## config.mk

```make
export PLATFORM = sky130hd
export DESIGN_NAME = pipe_stage_skid
export DESIGN_NICKNAME = d
export VERILOG_FILES = /design/src/rtl/pipe_stage_skid.sv
export SDC_FILE = /design/constraint.sdc
export NUM_CORES = 1
export LEC_CHECK = 0
export ABC_AREA = 1
export CORE_MARGIN = 1
export CORE_UTILIZATION = 43
export CTS_CLUSTER_SIZE = 24
export DETAILED_ROUTE_END_ITERATION = 16
export GPL_TIMING_DRIVEN = 0
export PLACE_DENSITY = 0.7
export SLEW_MARGIN = 0
export SYNTH_ARGS = -nofsm -noshare
export SYNTH_HDL_FRONTEND = slang
export SYNTH_SLANG_ARGS = --single-unit
export TNS_END_PERCENT = 30
```

## constraint.sdc

```tcl
create_clock -name clk -period 11 [get_ports clk]
set_input_delay 2.2 -clock clk [delete_from_list [all_inputs] [get_ports clk]]
set_output_delay 2.2 -clock clk [all_outputs]
set_load 0.05 [all_outputs]
```

## src/rtl/pipe_stage_skid.sv

```systemverilog
// Pipeline boundary register with a valid/ready handshake and an optional second skid entry.
// Empty entries are kept all-zero so a drained or flushed stage presents a NOP payload downstream.
module pipe_stage_skid #(
    parameter int DATA_W = 160,
    parameter int SKID   = 1
) (
    input  logic              clk,
    input  logic              rst,
    input  logic              flush,
    input  logic              in_valid,
    output logic              in_ready,
    input  logic [DATA_W-1:0] in_data,
    output logic              out_valid,
    input  logic              out_ready,
    output logic [DATA_W-1:0] out_data,
    output logic [1:0]        occupancy
);

    // Handshake: a transfer happens on a rising edge where valid and ready are both 1;
    // the sender holds data and valid steady until then, and data is ignored when either is 0.
    localparam logic [1:0] ST_EMPTY = 2'd0;
    localparam logic [1:0] ST_ONE   = 2'd1;
    localparam logic [1:0] ST_FULL  = 2'd2;

    logic [1:0]        state_q, state_d;
    logic [DATA_W-1:0] main_q, main_d;
    logic [DATA_W-1:0] skid_q, skid_d;
    logic              push, pop;

    assign out_valid = (state_q != ST_EMPTY);
    assign out_data  = main_q;
    assign occupancy = state_q;
    assign push      = in_valid & in_ready;
    assign pop       = out_valid & out_ready;

    generate
        if (SKID != 0) begin : g_skid
            // in_ready comes straight off a flop so out_ready never reaches the upstream stage.
            logic in_ready_q, in_ready_d;
            assign in_ready_d = (state_d != ST_FULL);
            assign in_ready   = in_ready_q;
            always_ff @(posedge clk or posedge rst) begin
                if (rst) in_ready_q <= 1'b1;
                else     in_ready_q <= in_ready_d;
            end
        end else begin : g_noskid
            assign in_ready = ~out_valid | out_ready;
        end
    endgenerate

    always_comb begin
        state_d = state_q;
        main_d  = main_q;
        skid_d  = skid_q;
        case (state_q)
            ST_EMPTY: begin
                if (push) begin
                    state_d = ST_ONE;
                    main_d  = in_data;
                end
            end
            ST_ONE: begin
                if (push && pop) begin
                    main_d = in_data;
                end else if (push) begin
                    state_d = ST_FULL;
                    skid_d  = in_data;
                end else if (pop) begin
                    state_d = ST_EMPTY;
                    main_d  = '0;
                end
            end
            ST_FULL: begin
                if (pop) begin
                    state_d = ST_ONE;
                    main_d  = skid_q;
                    skid_d  = '0;
                end
            end
            default: begin
                state_d = ST_EMPTY;
                main_d  = '0;
                skid_d  = '0;
            end
        endcase
        // Flush wins over any same-cycle push; a same-cycle pop has already been taken downstream.
        if (flush) begin
            state_d = ST_EMPTY;
            main_d  = '0;
            skid_d  = '0;
        end
    end

    always_ff @(posedge clk or posedge rst) begin
        if (rst) begin
            state_q <= ST_EMPTY;
            main_q  <= '0;
            skid_q  <= '0;
        end else begin
            state_q <= state_d;
            main_q  <= main_d;
            skid_q  <= skid_d;
        end
    end

endmodule
```

==> metrics.md, run 1 <==
| Metric | Value |
|---|---|
| Hold buffers post-CTS | `0` |
| Post-route setup TNS | `0 ns` |
| DR pass1 iterations | `5` |
| Multi-input gate area | `8370 sq um` |
| Via/cell ratio | `4.80` |
| FILL cells | `4072` |
| Gr usage total | `26.5%` |
| Clock skew | `0.0193 ns` |
| Endpoints failing hold | `0` |
| Min-delay src | `skid_q[15]` |
| Number of synthesized flops with an enable pin | `0` |
| DRT iter0 DRCs | `1608` |
| I/O Pins | `329` |
| Worst R2R Path Depth | `9` |
| Clk pwr share | `35.8%` |
| Internal power | `2370 uW` |
| First-pass GRT wire length | `93400 um` |
| #FFs+latches synth | `323` |
| RSZ-0062 raised after global routing | `no` |
| Comb pwr share | `26.8%` |
| DIE WIDTH | `210 um` |
| Port Buffer Count | `327` |
| Syn_nets | `3112` |
| Post-cts gate resize count | `0` |
| Post-CTS Setup Inserts | `0` |
| Power, Total | `3590 uW` |
| Final setup vio count | `0` |
| Core area | `42300 sq um` |
| Synthesized cell area | `18600 sq um` |
| Actual slew at the worst max-slew pin | `1.15 ns` |
| Post-synthesis sequential area ratio | `43.5%` |
| Clock sink count | `323` |
| Num CTS Buffers | `39` |
| DRC | `0` |
| Mean Syn Cell Area | `6.30 sq um` |
| Reg area | `8080 sq um` |
| CTS root buffer | `clkbuf_16` |
| Largest net degree at the start of global routing | `44` |
| Critical path launch point type | `flop` |
| Sequential share of power | `37.4%` |
| Pins over their slew limit | `0` |
| Net Sw Frac | `34.1%` |
| Synth Warn # | `0` |
| Area of placed instances | `22700 sq um` |
| Worst vdd ir | `0.0925 mV` |
| Clock-pin slew on the worst setup and hold paths | `0.06 ns` |
| Initial Util | `43.9%` |
| CP required | `8.80 ns` |
| Vias in the first global route | `18245` |
| Utilization after layout | `56.8%` |
| Synth top area share | `43.4%` |
| Chip Height | `210 um` |
| R2r setup slk | `8.54 ns` |
| Die area | `44000 sq um` |
| Hpwl dp | `41900 um` |
| CTS tree | `yes` |
| Most common cell in the netlist | `nand2_1` |
| NetSw | `1230 uW` |
| Final Net Count | `3488` |
| Hold slack | `0.468 ns` |
| Status | `complete, no violations` |
| Via count | `18890` |
| Max Root-Sink Buffers | `3` |
| Cells after synthesis | `2947` |
| WL/cell | `14.7 um` |
| P_leak | `0.0137 uW` |
| Post-route ant nets | `0` |
| Top cells by area, synth | `dfrtp_1, nand2_1, inv_1, nand3_1, nor3_1` |
| Antenna violations before repair | `10` |
| Pwr dens | `150 nW/um^2` |
| Worst-Skew Late Latency | `0.56 ns` |
| Most frequent cells after synthesis | `nand2_1, inv_1, dfrtp_1` |
| Max-Cap Viols | `0` |
| Slew headroom | `23.4%` |
| Hold crit path type | `flop to flop` |
| F_max | `229 MHz` |
| Routability cong. | `0.889` |
| RR Startpoint | `occupancy[1]` |
| CTS H-Tree Depth | `2` |
| Minimum clock period | `4.37 ns` |
| Area Growth Syn to Fin | `29.3%` |
| Netlist cell types | `22` |
| Reg-to-reg endpoint | `out_data[52]` |
| Setup CP Type | `flop to primary output` |
| Worst Setup End Kind | `primary output` |
| Async set or reset register ratio after synthesis | `100%` |
| Layout cell share with drive strength beyond 1 | `5.52%` |
| Final Cycle Share | `39.7%` |
| Worst path arrival time | `2.17 ns` |
| Hold Path End | `skid_q[15]` |
| Total gr overflow | `0` |
| Worst-path fanout max | `5` |
| # rows | `75` |
| Detailed Route WL | `57900 um` |
| Post-route cell area | `24000 sq um` |
| Area leader, netlist | `dfrtp_1` |
| Synth Flop Type | `dfrtp_1` |
| Hold path depth | `2` |
## routing by layer
layer  part of all wire, %  wire (um)  global-route usage [%]
met5                  0.12         67                       0
met4                   3.0       1740                    10.3
met3                   6.1       3510                    5.37
met2                    47      26900                    43.5
met1                    44      25600                    34.3
## power groups by stage
stage | clock network [uW] | registers [uW] | logic [uW]
after floorplan | 0 | 1580 | 388
after global placement | 0 | 1360 | 942
after detailed placement | 0 | 1360 | 960
after CTS | 1320 | 1340 | 964
after global routing | 1360 | 1360 | 1050
final | 1290 | 1340 | 962
## cell type report
type                    instances  area share, %
multi-input cells            2108           34.9
clock inverters                13          0.505
clock buffers                  57           4.80
diodes                          5         0.0521
plain buffers                 190           3.73
flip-flops and latches        323           33.6
well taps                     577           3.01
repair buffers                335           14.3
inverters                     326           5.11
## per-stage QoR
step,setup slack (ns),cells
2_1_floorplan,4.49,2947
3_3_place_gp,2.20,3851
3_5_place_dp,6.36,3859
4_1_cts,6.63,3929
5_1_grt,6.57,3932
6_report,6.63,3934
## registers in the layout (all words and copies together) (netlist names)
| signal | cells |
|---|---|
| out_data | 160 |
| skid_q | 160 |
| occupancy | 2 |
| in_ready | 1 |
## critical path: stages, from the launching register on
cell	delay, ns
dfrtp_1	0.34
buf_2	0.20
inv_2	0.06
nand2_1	0.15
clkdlybuf4s50_1	0.85
## logic make-up after synthesis
kind of cell / count (synthesis) / synth area share (%)
and+or+nand+nor: 2104 / 44.9
xor gates and xnor gates: 1 / 0.0472
AOI/OAI and AO/OA: 3 / 0.0807
buffers and inverters: 516 / 11.4
DFF: 323 / 43.5
## cell usage in the layout, fill, tap and decap left out
cell type	synthesis	routed
inv_1	323	322
clkbuf_1	83	90
nand3_1	161	161
nor3_1	160	160
nor2_1	167	167
nand2_4	1	1
clkbuf_16	0	39
inv_2	3	3
o21ai_1	1	1
nor2_2	1	1
nand2_2	2	2
buf_1	7	7
bufinv_16	0	2
clkinv_2	0	9
dfrtp_1	322	322
buf_6	2	2
buf_12	0	8
clkbuf_8	0	11
nor2_4	4	4
nand2_1	1607	1607
nand3_2	1	1
xnor2_1	1	1
buf_2	80	80
buf_4	18	18
clkinvlp_4	0	2
o21ai_0	1	1
clkdlybuf4s50_1	0	327
dfstp_2	1	1
diode_2	0	5
inv_6	0	1
a21oi_1	1	1
## worst max path at each step
stage | start | endpoint
2_1_floorplan | rst | occupancy[0]
3_3_place_gp | rst | out_data[88]
3_5_place_dp | in_valid | out_data[5]
4_1_cts | occupancy[0] | out_valid
5_1_grt | occupancy[0] | out_valid
6_report | occupancy[0] | out_valid
No activity file was read; power rests on OpenSTA's default activity.
==> run 2: changes to the inputs <==
--- a/config.mk
+++ b/config.mk
@@ -11,7 +11,7 @@
 export CTS_CLUSTER_SIZE = 24
 export DETAILED_ROUTE_END_ITERATION = 16
 export GPL_TIMING_DRIVEN = 0
-export PLACE_DENSITY = 0.7
+export PLACE_DENSITY = 0.67
 export SLEW_MARGIN = 0
 export SYNTH_ARGS = -nofsm -noshare
 export SYNTH_HDL_FRONTEND = slang
==> constraint.sdc (replaced) <==
create_clock -name clk -period 4.45 [get_ports clk]
set_input_delay 0.89 -clock clk [delete_from_list [all_inputs] [get_ports clk]]
set_output_delay 0.89 -clock clk [all_outputs]
set_load 0.05 [all_outputs]
==> run 2 against run 1 <==
Cell count about the same. Global-route usage down 0.23 points. Clock skew down 0.013 ns. Sequential cell count unchanged. Register-to-register slack worse by 6.7 ns. Largest cell class unchanged. Highest routed layer unchanged.
==> metrics.md, run 2 (synthesized netlist as in run 1, its figures left out) <==
| Metric | Value |
|---|---|
| Status | `complete, no violations (unchanged)` |
| Via count | `18803 (was 18890)` |
| Clock-pin slew on the worst setup and hold paths | `0.05 ns (was 0.06 ns)` |
| Total gr overflow | `0 (unchanged)` |
| RSZ-0062 raised after global routing | `no (unchanged)` |
| Die area | `44000 sq um (unchanged)` |
| Hpwl dp | `41400 um (was 41900 um)` |
| Endpoints failing hold | `0 (unchanged)` |
| Most frequent cells in the layout | `nand2_1, clkdlybuf4s50_1, inv_1, dfrtp_1, nor2_1 (unchanged)` |
| CTS root buffer | `clkbuf_16 (unchanged)` |
| Actual slew at the worst max-slew pin | `1.24 ns (was 1.15 ns)` |
| CTS H-Tree Depth | `2 (unchanged)` |
| P_leak | `0.0137 uW (about the same)` |
| Num CTS Buffers | `40 (was 39)` |
| Minimum clock period | `3.00 ns` |
| Setup CP Type | `flop to primary output (unchanged)` |
| Slew headroom | `17.2% (was 23.4%)` |
| Pre-CTS setup slack | `1.11 ns (was 6.36 ns)` |
| Worst-Skew Late Latency | `0.55 ns (was 0.56 ns)` |
| R2r setup slk | `1.85 ns (was 8.54 ns)` |
| I/O Pins | `329 (unchanged)` |
| Vias in the first global route | `18055 (was 18245)` |
| # rows | `75 (unchanged)` |
| Layout cell share with drive strength beyond 1 | `5.28% (was 5.52%)` |
| CP required | `3.56 ns (was 8.80 ns)` |
| Post-CTS Setup Inserts | `0 (unchanged)` |
| Post-cts gate resize count | `0 (unchanged)` |
| Multi-input gate area | `8370 sq um (unchanged)` |
| Hold slack | `0.469 ns (was 0.468 ns)` |
| DR pass1 iterations | `5 (unchanged)` |
| Area Growth Syn to Fin | `29.3% (about the same)` |
| DIE WIDTH | `210 um (unchanged)` |
| Pwr dens | `367 nW/um^2 (was 150 nW/um^2)` |
| Antenna violations before repair | `15 (was 10)` |
| Max Root-Sink Buffers | `3 (unchanged)` |
| Critical path launch point type | `flop (unchanged)` |
| Port Buffer Count | `327 (unchanged)` |
| Fin worst setup slack | `1.45 ns (was 6.63 ns)` |
| FILL cells | `4092 (was 4072)` |
| Clock sink count | `323 (unchanged)` |
| Post-route ant nets | `0 (unchanged)` |
| Most common cell after layout, fill and taps aside | `nand2_1 (unchanged)` |
| Hold crit path type | `flop to flop (unchanged)` |
| Routability cong. | `0.856 (was 0.889)` |
| DRC | `0 (unchanged)` |
| Initial Util | `43.9% (unchanged)` |
| Detailed Route WL | `57500 um (was 57900 um)` |
| Hold buffers post-CTS | `0 (unchanged)` |
| Final Cycle Share | `67.5%` |
| Worst Setup End Kind | `primary output (unchanged)` |
| First-pass GRT wire length | `92500 um (was 93400 um)` |
| Largest net degree at the start of global routing | `43 (was 44)` |
| Worst path arrival time | `2.11 ns (was 2.17 ns)` |
| Max-Cap Viols | `0 (unchanged)` |
| Final setup vio count | `0 (unchanged)` |
| Worst-path fanout max | `5 (unchanged)` |
| Power, Total | `8820 uW (was 3590 uW)` |
| Core area | `42300 sq um (unchanged)` |
| Final Net Count | `3490 (was 3488)` |
| Via/cell ratio | `4.78 (was 4.80)` |
| Gr usage total | `26.3% (was 26.5%)` |
| Clock skew | `0.00673 ns (was 0.0193 ns)` |
| WL/cell | `14.6 um (was 14.7 um)` |
| Chip Height | `210 um (unchanged)` |
| DRT iter0 DRCs | `1234 (was 1608)` |
| F_max | `333 MHz` |
| Pins over their slew limit | `0 (unchanged)` |
| Worst vdd ir | `0.298 mV (was 0.0925 mV)` |
| CTS tree | `yes (unchanged)` |
| Reg area | `8080 sq um (unchanged)` |
-- run 2: cell types whose count changed in the layout (fill, tap and decap cells not counted) --
cell / change
clkbuf_1: +8
clkbuf_8: -4
clkinv_2: -4
diode_2: +3
clkbuf_16: +2
buf_16: +1
bufinv_16: -1
clkinvlp_4: -1
inv_6: -1
-- run 2: critical path, cell delays in order (launching register included) --
cell and delay [ns]:
dfrtp_1 0.34, buf_2 0.21, inv_2 0.06, nand2_1 0.10, clkdlybuf4s50_1 0.86
-- run 2: report_power, final --
group | leakage [uW] | switching (uW) | total, uW | internal (uW)
sequential | 0.00435 | 140 | 3320 | 3180
combinational | 0.00870 | 1610 | 2370 | 766
clock | 0.000607 | 1260 | 3130 | 1860
total | 0.0137 | 3010 | 8820 | 5810
-- run 2: cell type report --
cell class,count,share of cell area [%]
Antenna cell,8,0.0834
Buffer,190,3.73
Clock buffer,63,4.91
Clock inverter,6,0.229
Inverter,326,5.11
Multi-Input combinational cell,2108,34.9
Sequential cell,323,33.7
Tap cell,577,3.01
Timing Repair Buffer,336,14.4
-- run 2: path summary, 6_finish.rpt --
| path | start | to | depth (start not counted) |
|---|---|---|---|
| worst max-delay path | occupancy[0] | out_valid | 4 |
| worst min-delay path | skid_q[81] | skid_q[81] | 2 |
| worst max register to register | occupancy[1] | out_data[69] | 9 |
| worst min register to register | skid_q[81] | skid_q[81] | 2 |
| max in group asynchronous | rst | out_data[81] | 6 |
| min in group asynchronous | rst | out_data[137] | 2 |
-- run 2: per-layer routing --
layer	vias to the layer above	global-route usage (%)	routed length [um]	part of all wire, %
met3	122	5.49	4000	7.0
met1	8605	34.5	25400	44
met5	-	0	37	0.064
li1	9511	-	-	-
met4	6	10.9	2090	3.6
met2	559	42.1	26000	45
-- run 2: stage by stage --
stage	cell area [sq um]	std cells	util [%]	TNS, ns
6_report	24000	3937	56.8	0
4_1_cts	24000	3929	56.7	0
2_1_floorplan	18600	2947	-	-240.84
3_3_place_gp	22600	3851	53.3	-994.18
3_5_place_dp	22800	3860	53.8	0
5_1_grt	24000	3933	56.7	0
